<file path="config.mk">
export PLATFORM = sky130hd
export DESIGN_NAME = led_activity_ctrl
export DESIGN_NICKNAME = d
export VERILOG_FILES = /design/src/rtl/led_activity_ctrl.sv
export SDC_FILE = /design/constraint.sdc
export NUM_CORES = 1
export LEC_CHECK = 0
export BUFFER_PORTS_ARGS = -buffer_cell sky130_fd_sc_hd__buf_2
export CORE_UTILIZATION = 45
export DETAILED_ROUTE_END_ITERATION = 8
export PLACE_DENSITY_LB_ADDON = 0.2
export SLEW_MARGIN = 20
export SYNTH_ARGS = -nofsm -noshare
export SYNTH_HDL_FRONTEND = slang
export SYNTH_HIERARCHICAL = 1
export SYNTH_SLANG_ARGS = --single-unit
</file>
<file path="constraint.sdc">
create_clock -name i_clk -period 2.53 [get_ports i_clk]
set_input_delay 0 -clock i_clk [delete_from_list [all_inputs] [get_ports i_clk]]
set_output_delay 0 -clock i_clk [all_outputs]
set_load 0.01 [all_outputs]
</file>
<file path="src/rtl/led_activity_ctrl.sv">
// RX/TX LED pattern generator: link/error status on LED[0],
// stretched activity flashes with an enforced dark gap on LED[1].
module led_activity_chan #(
    parameter int unsigned P_ON_CYC     = 2000000,
    parameter int unsigned P_OFF_CYC    = 2000000,
    parameter int unsigned P_BLINK_HALF = 8000000,
    parameter int unsigned P_ERR_HOLD   = 40000000
) (
    input  logic       i_clk,
    input  logic       i_res_n,
    input  logic       i_boot_done,
    input  logic       i_link,
    input  logic       i_act,
    input  logic       i_err,
    output logic [1:0] o_led
);

    localparam int CW = 26;
    localparam logic [CW-1:0] ON_LAST  = CW'(P_ON_CYC - 1);
    localparam logic [CW-1:0] OFF_LAST = CW'(P_OFF_CYC - 1);
    localparam logic [CW-1:0] BL_LAST  = CW'(P_BLINK_HALF - 1);
    localparam logic [CW-1:0] HOLD     = CW'(P_ERR_HOLD);

    typedef enum logic [1:0] {
        ST_IDLE,
        ST_ON,
        ST_OFF
    } act_st_t;

    act_st_t       state, state_n;
    logic [CW-1:0] cnt, cnt_n;
    logic          pend, pend_n;
    logic [CW-1:0] tmr, tmr_n;
    logic [CW-1:0] bcnt, bcnt_n;
    logic          phase, phase_n;
    logic [1:0]    led_n;

    always_ff @(posedge i_clk or negedge i_res_n) begin
        if (!i_res_n) begin
            state <= ST_IDLE;
            cnt   <= '0;
            pend  <= 1'b0;
            tmr   <= '0;
            bcnt  <= '0;
            phase <= 1'b0;
            o_led <= 2'b00;
        end else begin
            state <= state_n;
            cnt   <= cnt_n;
            pend  <= pend_n;
            tmr   <= tmr_n;
            bcnt  <= bcnt_n;
            phase <= phase_n;
            o_led <= led_n;
        end
    end

    // Activity stretcher; strobes arriving mid-flash or mid-gap collapse into pend
    always_comb begin
        state_n = state;
        cnt_n   = cnt;
        pend_n  = pend;
        if (!i_boot_done) begin
            state_n = ST_IDLE;
            cnt_n   = '0;
            pend_n  = 1'b0;
        end else begin
            unique case (state)
                ST_IDLE: begin
                    if (i_act) begin
                        state_n = ST_ON;
                        cnt_n   = '0;
                    end
                end
                ST_ON: begin
                    if (i_act) pend_n = 1'b1;
                    if (cnt == ON_LAST) begin
                        state_n = ST_OFF;
                        cnt_n   = '0;
                    end else begin
                        cnt_n = cnt + CW'(1);
                    end
                end
                ST_OFF: begin
                    if (cnt == OFF_LAST) begin
                        state_n = (pend || i_act) ? ST_ON : ST_IDLE;
                        cnt_n   = '0;
                        pend_n  = 1'b0;
                    end else begin
                        cnt_n = cnt + CW'(1);
                        if (i_act) pend_n = 1'b1;
                    end
                end
                default: begin
                    state_n = ST_IDLE;
                    cnt_n   = '0;
                    pend_n  = 1'b0;
                end
            endcase
        end
    end

    // Error hold timer with blink phase; keeps running while link is down
    always_comb begin
        tmr_n   = tmr;
        bcnt_n  = bcnt;
        phase_n = phase;
        if (!i_boot_done) begin
            tmr_n   = '0;
            bcnt_n  = '0;
            phase_n = 1'b0;
        end else if (i_err) begin
            tmr_n   = HOLD;
            bcnt_n  = '0;
            phase_n = 1'b1;
        end else if (tmr != '0) begin
            tmr_n = tmr - CW'(1);
            if (bcnt == BL_LAST) begin
                bcnt_n  = '0;
                phase_n = ~phase;
            end else begin
                bcnt_n = bcnt + CW'(1);
            end
        end
    end

    always_comb begin
        led_n    = 2'b00;
        led_n[1] = (state_n == ST_ON);
        if (i_link) begin
            led_n[0] = (tmr_n != '0) ? phase_n : 1'b1;
        end
    end

endmodule

module led_activity_ctrl #(
    parameter int unsigned P_ON_CYC     = 2000000,
    parameter int unsigned P_OFF_CYC    = 2000000,
    parameter int unsigned P_BLINK_HALF = 8000000,
    parameter int unsigned P_ERR_HOLD   = 40000000
) (
    input  logic       i_clk,
    input  logic       i_res_n,
    input  logic       i_boot_done,
    input  logic       i_rx_link,
    input  logic       i_rx_act,
    input  logic       i_rx_err,
    input  logic       i_tx_link,
    input  logic       i_tx_act,
    input  logic       i_tx_err,
    output logic [1:0] o_rx_led,
    output logic [1:0] o_tx_led
);

    led_activity_chan #(
        .P_ON_CYC    (P_ON_CYC),
        .P_OFF_CYC   (P_OFF_CYC),
        .P_BLINK_HALF(P_BLINK_HALF),
        .P_ERR_HOLD  (P_ERR_HOLD)
    ) u_rx (
        .i_clk      (i_clk),
        .i_res_n    (i_res_n),
        .i_boot_done(i_boot_done),
        .i_link     (i_rx_link),
        .i_act      (i_rx_act),
        .i_err      (i_rx_err),
        .o_led      (o_rx_led)
    );

    led_activity_chan #(
        .P_ON_CYC    (P_ON_CYC),
        .P_OFF_CYC   (P_OFF_CYC),
        .P_BLINK_HALF(P_BLINK_HALF),
        .P_ERR_HOLD  (P_ERR_HOLD)
    ) u_tx (
        .i_clk      (i_clk),
        .i_res_n    (i_res_n),
        .i_boot_done(i_boot_done),
        .i_link     (i_tx_link),
        .i_act      (i_tx_act),
        .i_err      (i_tx_err),
        .o_led      (o_tx_led)
    );

endmodule

</file>
Word level (Yosys, flattened, before mapping)
Index checks and enable logic that the tools add are counted.

cells by class
  add/subtract/negate cells = 6
  eq/ne operators = 16
  multiplexer cells = 54
  bitwise operators = 2
  reduce and logical (&&, ||, !) cells = 10

operators by type and width
  operator                                               count
  2-to-1 mux 26 bit                                      20
  adder 26 x 1 -> 26 bit, second input constant          4
  one-hot mux 26 bit (2 select lines)                    2
  nonzero test 26 bit                                    4
  equality test 26 x 21 -> 1 bit, second input constant  2
  equality test 26 x 23 -> 1 bit, second input constant  2
  subtractor 26 x 1 -> 26 bit, second input constant     2
  2-to-1 mux 1 bit                                       20
  2-to-1 mux 2 bit                                       8
  one-hot mux 2 bit (3 select lines)                     2
  equality test 2 x 1 -> 1 bit, second input constant    4
  != test 3 x 1 -> 1 bit, second input constant          2
  != test 3 bit, second input constant                   2
  one-hot mux 1 bit (3 select lines)                     2
  equality test 2 bit, second input constant             2
  zero test 2 bit                                        2
  != test 2 bit, second input constant                   2
  OR reduction 2 bit                                     2
  logical OR 1 bit                                       2
  inverter 1 bit                                         2

storage, ports and cells
  register bits after elaboration = 168
  input bits = 9
  output and inout port bits = 4

Logic depth before layout (Yosys ltp)
Gate-level depths: netlist (run 1).

  word-level depth = 7
  mapped depth = 11
  gate-level depth less buffers = 10

Hierarchy
The synthesis (run 1) kept the hierarchy.

modules (own cells, without submodules)
  module                    times used  cells an instance  area each (um2)  sequential area each (um2)
  led_activity_chan (u_rx)  1           535                4810.9           2102.0
  led_activity_chan (u_tx)  1           522                4690.7           2102.0

Worst setup path after synthesis (run 1)
No wires, ideal clock.

  path type = register -> register
  start point = register u_tx.tmr[0]
  end point = register u_tx.o_led[0]
  library setup time = 0.067 ns
  arrival = 2.741 ns
  data required time = 2.463 ns
  setup slack = -0.278 ns
  cell stages (with the launch flop) = 10
  cells stage by stage = dfrtp_1 > inv_1 > ha_1 > nor4b_4 > nand3_1 > o31a_1 > o31a_1 > or4_1 > a2111oi_2 > a32o_1

on the way
  longest elaborated chain between the ends = 7

ends and longest elaborated chain
  item                                                                       RTL line  source
  from (decl)                                                                33        logic [CW-1:0] tmr, tmr_n;
  from (signal assigned)                                                     51        tmr <= tmr_n;
  subtractor 26 x 1 -> 26 bit / nonzero test 26 bit (equally long branches)  117, 116
  2-to-1 mux 26 bit *                                                        116       end else if (tmr != '0) begin
  2-to-1 mux 26 bit *                                                        112       end else if (i_err) begin
  2-to-1 mux 26 bit *                                                        108       if (!i_boot_done) begin
  net u_tx.tmr_n[14]                                                         33
  nonzero test 26 bit *                                                      131       led_n[0] = (tmr_n != '0) ? phase_n : 1'b1;
  2-to-1 mux 1 bit *                                                         131
  2-to-1 mux 1 bit *                                                         130       if (i_link) begin
  net u_tx.led_n[0]                                                          36        logic [1:0] led_n;
  to (signal assigned)                                                       54        o_led <= led_n;
  to (decl)                                                                  15        output logic [1:0] o_led

The timed path passes the listed nets; every way through them passes the cells marked *.
A chain may end at the register's enable or synchronous reset.

Worst setup path after layout (run 1)
  start point = register u_tx.tmr[8]
  end point = register u_tx.o_led[0]

on the way
  longest elaborated chain between the ends = 7

ends and longest elaborated chain
  item                                                                       RTL line
  subtractor 26 x 1 -> 26 bit / nonzero test 26 bit (equally long branches)  117, 116
  2-to-1 mux 26 bit                                                          116
  2-to-1 mux 26 bit                                                          112
  2-to-1 mux 26 bit                                                          108
  nonzero test 26 bit                                                        131
  2-to-1 mux 1 bit *                                                         131
  2-to-1 mux 1 bit *                                                         130
  net u_tx.led_n[0]                                                          36

Marked as above.

==> flow_summary.ini, run 1 <==
[sta]
fin_crit_ps = 2799
finalSetupViolCount = 1
final_hold_viol_count = 0
tightest_slew_ps = 679.0
setup_ws_ps = -268.7
achievable-frequency_mhz = 357.3
slew_headroom_pct = 54.57
rsz0062_at_grt = true
fin_crit_sh_pct = 110.6
fin_worst_skew_ps = 14.43
drv_slew = 0

[clock_network]
clk_latency_ps = 440
h-tree-depth = 4
clockBufferDepth = 2
cts_buffers = 17
path_clk_slew_ps = 80
root_buffer = clkbuf_16
cts_tree = yes
clock-sinks = 168

[synth]
synthesis.area_um2 = 9502
ys_async_sr_fraction_pct = 100.0
synth.area.top_cells = dfrtp_1 44%, nor2_1 5.5%, o21ai_0 5.0%, xor2_1 3.9%, nand2_1 3.7%
synth_warnings = 6
synth.largest_area_cell = dfrtp_1
synth-edff-count = 0
synth_top_area_share_pct = 44.25
synth_flop_cell = dfrtp_1
ys_seq_area_share_pct = 44.25
postSynthCellCount = 1057
avgSynthCellArea_um2 = 8.989
synth-seq-cells = 168
yosysUniqueCellTypes = 76
syn-num-nets = 1080

[detailed_routing]
vias = 8497
ant_nets = 0
viasPerCell = 5.620
wl_mm = 23.33
drc = 0
first_pass_iters = 6
drt-initial-drc-count = 490
wl_per_cell_um = 15.43

[floorplan]
ios = 13
start_util_pct = 46.36
rows = 52
die-area_um2 = 21700
die_w_um = 147.3
core_um2 = 20490
die_y_um = 147.3

[setup_path]
critPathCaptureType = register
cp_max_fo = 5
critPathMaxStageDelay_ps = 430
cp_top_family = simple AND/OR/NAND/NOR gates
critPathArrivalTime_ps = 3180
crit_slowest_cell = or4_4
path_cells = nor4_4 -> nand2_2 -> or3_4 -> or4_4 -> a211oi_2 -> nand4bb_4 -> a2111oi_4 -> a32o_1
start_kind = register
critPathRequiredTime_ps = 2910
cp_num_buf_inv = 0
worst-setup-path-type = register to register

[global_route]
antenna_found_initial = 0
grt_pass1_wl_mm = 39.16
grt_util_all_layers_pct = 22.13
first_global_vias = 8202
grt-ovfl-total = 0
grt_max_degree = 69

[layout]
seq_area_um2 = 4207
multi_input_area_um2 = 5351
diodes = 0
fin_util_pct = 58.48
drive_gt1_share_pct = 23.03
fill_cells = 1799
area_growth_pct = 26.14
nNetsFinal = 1252
postLayoutCellArea_um2 = 11990

[outcome]
status = finished, violations left
violations = setup timing

[power_and_ir_drop]
power.density_nw_per_um2 = 567.7
leakage_uw = 0.005133
peakVddDrop_v = 0.0004756

[placed_design]
placed_area_um2 = 10940
pre_cts_slack_ps = -296.6
place_congestion = 0.8710
port_buffers = 12
hpwl_mm = 16.38

[run]
drv_cap = 0

[worst_hold_path]
hp-class = primary input to register
final timing paths:
check                        startpoint             to  cells past startpoint  slack (ps)
min                         i_boot_done  u_tx/state[1]                      3          30
min reg2reg                u_tx/cnt[18]   u_tx/cnt[18]                      1         490
max                         u_tx/tmr[8]  u_tx/o_led[0]                      8        -270
max reg2reg                 u_tx/tmr[8]  u_tx/o_led[0]                      8        -270
min in group asynchronous       i_res_n   u_tx/bcnt[4]                      2         120
max in group asynchronous       i_res_n   u_rx/cnt[14]                      3        1680
flip-flops by register name, summed over array words and instances (netlist names):
register	count
u_rx/bcnt	26
u_rx/cnt	26
u_rx/tmr	26
u_tx/bcnt	26
u_tx/cnt	26
u_tx/tmr	26
u_rx/o_led	2
u_rx/state	2
u_tx/o_led	2
u_tx/state	2
u_rx/pend	1
u_rx/phase	1
u_tx/pend	1
u_tx/phase	1
per-layer routing:
| metal | wire, um | GRT usage (%) |
|---|---|---|
| met1 | 11170 | 30.66 |
| met2 | 11070 | 36.08 |
| met3 | 855 | 4.037 |
| met4 | 232 | 4.742 |
| met5 | 0 | 0 |
worst min-delay path, cell delays in order:
cell	delay, ps
buf_2	240
nand2b_1	150
nor2_1	50
through the flow:
stage	total power [uW]	instances	hold WS (ps)	TNS, ps
5_1_grt	7133	1512	50.93	-473.0
3_5_place_dp	4108	1459	57.38	-751.0
4_1_cts	6753	1498	5.151	-864.6
3_3_place_gp	4095	1459	50.33	-298.5
6_report	6804	1512	33.71	-268.7
2_1_floorplan	3543	1057	-295.6	-177.3
synth_stat cells (3+ instances only):
| master | number |
|---|---|
| nor4bb_1 | 3 |
| or4_1 | 17 |
| nand3_1 | 56 |
| nand2b_1 | 15 |
| o21a_1 | 5 |
| a21oi_1 | 44 |
| ha_1 | 14 |
| and3_1 | 19 |
| xnor2_1 | 29 |
| or2_2 | 7 |
| o41ai_1 | 9 |
| or4_4 | 3 |
| nor2_1 | 140 |
| a31oi_1 | 16 |
| buf_2 | 6 |
| nor4_1 | 25 |
| o21ai_0 | 94 |
| dfrtp_1 | 168 |
| nand2_1 | 93 |
| nor4b_1 | 7 |
| xor2_1 | 42 |
| o21ai_1 | 3 |
| o211ai_1 | 5 |
| nand4_1 | 29 |
| nor4_4 | 3 |
| nand3b_1 | 6 |
| and4b_1 | 4 |
| nor3_1 | 25 |
| a21boi_0 | 4 |
| mux2i_1 | 5 |
| o31a_1 | 3 |
| clkbuf_1 | 22 |
| or3_1 | 17 |
| nor4_2 | 6 |
| nor2b_1 | 10 |
| o31ai_1 | 22 |
| and4_1 | 4 |
| inv_1 | 25 |
| and2_1 | 8 |
cell families after synthesis:
group	count (synthesis)	synth area share, %
multiplexers	5	0.5268
XOR/XNOR	71	6.545
adder cells (fa/ha/maj)	14	1.844
flip-flops	168	44.25
AO/OA/AOI/OAI	232	15.30
AND/OR/NAND/NOR	512	29.23
buffers and inverters	55	2.304
placed cells by master, fill, tap and decap left out, drive strengths merged, types with 14 or more instances in the layout:
cell type and instances:
buf 176, dfrtp 168, nor2 141, o21ai 98, nand2 94, nand3 56
a21oi 45, xor2 42, inv 35, nor4 34, nand4 30, xnor2 29
nor3 26, o31ai 22, or4 20, and3 19, or3 18, clkbuf 17
a31oi 17, nand2b 15, ha 14
what timing repair did:
| action | CTS | global route |
|---|---|---|
| hold buffers | 7 | 0 |
| setup endpoints to repair | 14 | 29 |
| buffers inserted | 0 | 14 |
| hold endpoints to repair | 72 | 0 |
| resized for setup | 6 | 53 |
| gates cloned | 0 | 0 |
| pin swaps | 0 | 27 |
power breakdown:
part | switching [uW] | leakage (uW) | internal, uW | total, uW
Sequential | 89.1 | 0.00230 | 2760 | 2850
Combinational | 708 | 0.00254 | 659 | 1370
Clock | 1250 | 0.000293 | 1340 | 2580
cell type report:
type | count | area share (%)
Multi-Input combinational cell | 834 | 44.65
Sequential cell | 168 | 35.10
Timing Repair Buffer | 183 | 11.67
Clock buffer | 17 | 3.549
Tap cell | 270 | 2.819
Clock inverter | 15 | 1.430
Inverter | 25 | 0.7830
No activity file was read; power rests on OpenSTA's default activity.
==> run 2: changes to the inputs <==
CORE_UTILIZATION = 58   (was 45)
==> run 2 against run 1 <==
Compared with the run above:
- the run still ends with setup timing left
- combinational power decreased by 3%
- first-iteration DRC count rose by 26%
- routed wire length rose by 0.47%
- clock power increased by 5%
- critical endpoint unchanged
==> flow_summary.ini, run 2 (synthesis gave the netlist of run 1 again) <==
[worst_hold_path]
hp-class = primary input to async pin

[detailed_routing]
viasPerCell = 6.065
drc = 0
vias = 8758
ant_nets = 0
first_pass_iters = 5
wl_mm = 23.43
drt-initial-drc-count = 619
wl_per_cell_um = 16.23

[global_route]
met1_usage_pct = 37.63
grt-busiest-layer = met2
grt_pass1_wl_mm = 38.85
grt_max_degree = 81
grt_util_all_layers_pct = 29.05
use_met3_pct = 4.879
grt-ovfl-total = 0
first_global_vias = 8343
antenna_found_initial = 0
met2_usage_pct = 49.23

[clock_network]
h-tree-depth = 4
cts_buffers = 17
root_buffer = clkbuf_16
cts_tree = yes
clock-sinks = 168
path_clk_slew_ps = 70
clk_latency_ps = 430
clockBufferDepth = 2

[sta]
fin_worst_skew_ps = 8.887
fin_crit_sh_pct = 111.7
drv_slew = 0
tightest_slew_ps = 655.6
fin_crit_ps = 2825
slew_headroom_pct = 56.13
setup_ws_ps = -295.0
final_hold_viol_count = 0
finalSetupViolCount = 2
rsz0062_at_grt = true
achievable-frequency_mhz = 354.0

[placed_design]
hpwl_mm = 15.78
place_congestion = 0.9277
port_buffers = 12
pre_cts_slack_ps = -308.5
placed_area_um2 = 10790

[floorplan]
die_w_um = 130.0
rows = 46
die-area_um2 = 16900
die_y_um = 130.0
ios = 13
core_um2 = 15940
start_util_pct = 59.60

[run]
drv_cap = 0

[layout]
final_cell_mix = 167 x dfrtp_1, 143 x buf_4, 135 x nor2_1
postLayoutCellArea_um2 = 11880
drive_gt1_share_pct = 22.48
area_growth_pct = 25.01
nNetsFinal = 1238
diodes = 0
fin_util_pct = 74.50
layout_commonest_cell = dfrtp_1

[setup_path]
r2r_slack_ps = -300
critPathCaptureType = register
critPathRequiredTime_ps = 2900
r2r-end = u_tx/o_led[0]
cp_max_fo = 2
reg2reg_from = u_tx/tmr[23]
critPathArrivalTime_ps = 3190
r2r_cells = 7
worst-setup-path-type = register to register
start_kind = register

[power_and_ir_drop]
finalPower_uw = 6910
peakVddDrop_v = 0.0005019
leakage_uw = 0.005067
power.density_nw_per_um2 = 581.7

[outcome]
violations = setup timing
status = finished, violations left
-- run 2: changes by cell type in the layout (fill, tap and decap cells not counted), sizes merged --
cell         delta
dlygate4sd3     +1
clkbuf          +1
clkinvlp        +3
clkinv          -3
buf            -15
bufinv          +3
inv             -4
-- run 2: area by class of cell --
cell class | instances | area [um2]
Fill cell | 1124 | 4065
Tap cell | 216 | 270.3
Timing Repair Buffer | 169 | 1296
Inverter | 25 | 93.84
Sequential cell | 168 | 4205
Clock buffer | 18 | 439.2
Clock inverter | 14 | 182.7
Multi-Input combinational cell | 834 | 5390
-- run 2: repair_timing --
action,in CTS,in global routing
setup endpoints to repair,13,28
resized for setup,15,57
endpoints found under the hold margin,72,0
hold buffers,8,0
setup buffers,5,5
pin swaps,3,14
-- run 2: worst max path at each step --
stage / startpoint / to / cells past startpoint
after detailed placement: u_tx/tmr[20] / u_tx/o_led[0] / 7
after global routing: u_tx/tmr[20] / u_tx/o_led[0] / 8
after CTS: u_tx/tmr[14] / u_tx/o_led[0] / 8
final: u_tx/tmr[23] / u_tx/o_led[0] / 7
after floorplan: u_tx/tmr[0] / u_tx/o_led[0] / 9
after global placement: u_tx/tmr[20] / u_tx/o_led[0] / 7
-- run 2: metal layers --
| metal | part of all wire, % | vias up |
|---|---|---|
| met5 | 0 | - |
| met4 | 1.8 | 0 |
| met3 | 3.8 | 47 |
| met2 | 50 | 233 |
| met1 | 45 | 4301 |
| li1 | - | 4177 |
-- run 2: power by group --
| group | switching [uW] | internal (uW) | total, uW |
|---|---|---|---|
| registers | 87.3 | 2760 | 2850 |
| clock network | 1120 | 1600 | 2720 |
| logic | 707 | 627 | 1330 |
-- run 2: through the flow --
| stage | setup TNS [ps] | hold slack, ps | instances |
|---|---|---|---|
| 6_report | -300.2 | 103.6 | 1444 |
| 5_1_grt | -843.0 | 160.2 | 1444 |
| 4_1_cts | -272.0 | 123.2 | 1439 |
| 3_5_place_dp | -919.7 | 19.51 | 1394 |
| 3_3_place_gp | -406.8 | 10.56 | 1394 |
| 2_1_floorplan | -177.3 | -295.6 | 1057 |
-- run 2: critical path, cell delays in order (launching register included) --
cell and delay, ps:
dfrtp_1 370, or4_1 610, nor4_4 360, nor4_1 90
o31a_1 300, or4_4 500, a2111oi_4 320, a32o_1 200
==> run 3: changes to the inputs <==
CORE_MARGIN = 5   (was unset)
==> run 3 against run 2 <==
Compared with the run above:
- the flow still finishes with violations (setup timing)
- combinational power about the same
- critical path depth up 1
- sequential share of layout area fell by 0.15 points
- critical path type unchanged
- largest power group unchanged
==> flow_summary.ini, run 3 (synthesis gave the netlist of run 1 again) <==
[layout]
fin_util_pct = 74.57
area_growth_pct = 25.57
nNetsFinal = 1251
diodes = 0
layout_commonest_cell = dfrtp_1
drive_gt1_share_pct = 23.29
final_cell_mix = 166 x dfrtp_1, 153 x buf_4, 136 x nor2_1
fill_cells = 1193

[global_route]
grt-ovfl-total = 0
first_global_vias = 8316
grt_util_all_layers_pct = 25.46
grt_max_degree = 65
grt_pass1_wl_mm = 39.19
antenna_found_initial = 0

[power_and_ir_drop]
switching_share_pct = 28.45
pwr-share-seq_pct = 42.1
peakVddDrop_v = 0.0005818
leakage_uw = 0.005117
power.density_nw_per_um2 = 570.4
p_switching_uw = 1936
power.internal_uw = 4870
clkPwrFrac_pct = 38.1
pwr-share-comb_pct = 19.8

[floorplan]
die_y_um = 138.0
die_w_um = 138.0
rows = 46
start_util_pct = 59.38
core_um2 = 16000
die-area_um2 = 19040
ios = 13

[clock_network]
cts_tree = yes
path_clk_slew_ps = 70
root_buffer = clkbuf_16
clock-sinks = 168
clk_latency_ps = 440
cts_buffers = 17
h-tree-depth = 4
clockBufferDepth = 2

[outcome]
status = finished, violations left
violations = setup timing

[sta]
tightest_slew_ps = 668.6
achievable-frequency_mhz = 344.3
fin_worst_skew_ps = 9.554
finalSetupViolCount = 4
fin_crit_ps = 2904
final_hold_viol_count = 0
rsz0062_at_grt = true
setup_ws_ps = -374.1
fin_crit_sh_pct = 114.8
slew_headroom_pct = 55.26
drv_slew = 0
setup_tns_ps = -571.2

[setup_path]
critPathArrivalTime_ps = 3280
critPathCaptureType = register
worst-setup-path-type = register to register
cp_max_fo = 5
critPathRequiredTime_ps = 2900
start_kind = register

[detailed_routing]
first_pass_iters = 5
viasPerCell = 5.988
drt-initial-drc-count = 525
ant_nets = 0
wl_per_cell_um = 16.52
vias = 8724
drc = 0
wl_mm = 24.07

[placed_design]
port_buffers = 12
pre_cts_slack_ps = -334.3
place_congestion = 0.9012
hpwl_mm = 16.45

[worst_hold_path]
hp-class = primary input to register

[run]
drv_cap = 0
-- run 3: changes by cell type in the layout (fill, tap and decap cells not counted), sizes merged --
| cell | before | now |
|---|---|---|
| buf | 161 | 175 |
| clkbuf | 18 | 19 |
| clkinvlp | 3 | 2 |
| clkinv | 2 | 3 |
| bufinv | 3 | 2 |
| dlygate4sd3 | 8 | 7 |
-- run 3: per-stage QoR --
step	cells	area, um2	hold slack, ps	total power [uW]
after floorplan	1057	9524	-295.6	3543
after global placement	1405	10870	22.90	4068
after detailed placement	1405	10870	33.81	4093
after CTS	1446	11640	3.058	6718
after global routing	1457	11930	38.76	7097
final	1457	11930	37.72	6806
-- run 3: cell type report --
cell class	instances	area [um2]	area share (%)
Clock inverter	13	142.6	1.195
Tap cell	216	270.3	2.265
Inverter	25	93.84	0.7865
Timing Repair Buffer	182	1406	11.79
Multi-Input combinational cell	834	5379	45.08
Clock buffer	19	432.9	3.628
Sequential cell	168	4207	35.26
-- run 3: power by group through the flow --
| stage | registers (uW) | logic, uW | clock network, uW |
|---|---|---|---|
| 3_5_place_dp | 2900 | 1190 | 0 |
| 4_1_cts | 2850 | 1240 | 2620 |
| 5_1_grt | 2870 | 1460 | 2770 |
| 6_report | 2860 | 1350 | 2600 |
| 3_3_place_gp | 2900 | 1170 | 0 |
| 2_1_floorplan | 2900 | 643 | 0 |
-- run 3: metal layers --
metal	vias up	GRT usage [%]	wire, um
met5	-	0	0
met4	0	7.464	302
met3	25	5.189	925
met2	191	43.14	12140
met1	4299	33.21	10700
li1	4209	-	-
-- run 3: worst paths after layout --
check	end	cells after the start	from	slack, ps
min reg2reg	u_tx/cnt[18]	1	u_tx/cnt[18]	490
max	u_tx/o_led[0]	8	u_tx/tmr[5]	-370
max in group asynchronous	u_rx/cnt[21]	3	i_res_n	1660
min in group asynchronous	u_tx/bcnt[7]	2	i_res_n	120
max reg2reg	u_tx/o_led[0]	8	u_tx/tmr[5]	-370
min	u_tx/tmr[21]	4	i_tx_err	40
-- run 3: timing repair --
item / in CTS / in global routing
gates cloned: 0 / 0
hold endpoints to repair: 69 / 0
setup buffers: 2 / 13
pin swaps: 6 / 31
hold buffers: 7 / 0
endpoints found under the setup margin: 11 / 25
gates resized for setup: 20 / 61
-- run 3: critical path: stages, from the launching register on --
cell and delay [ps]:
dfrtp_1 410, nor4_4 390, nand2_2 110, or3_4 410
or4_4 440, a211oi_4 270, nand4bb_1 210, a2111oi_4 410
a32o_1 210
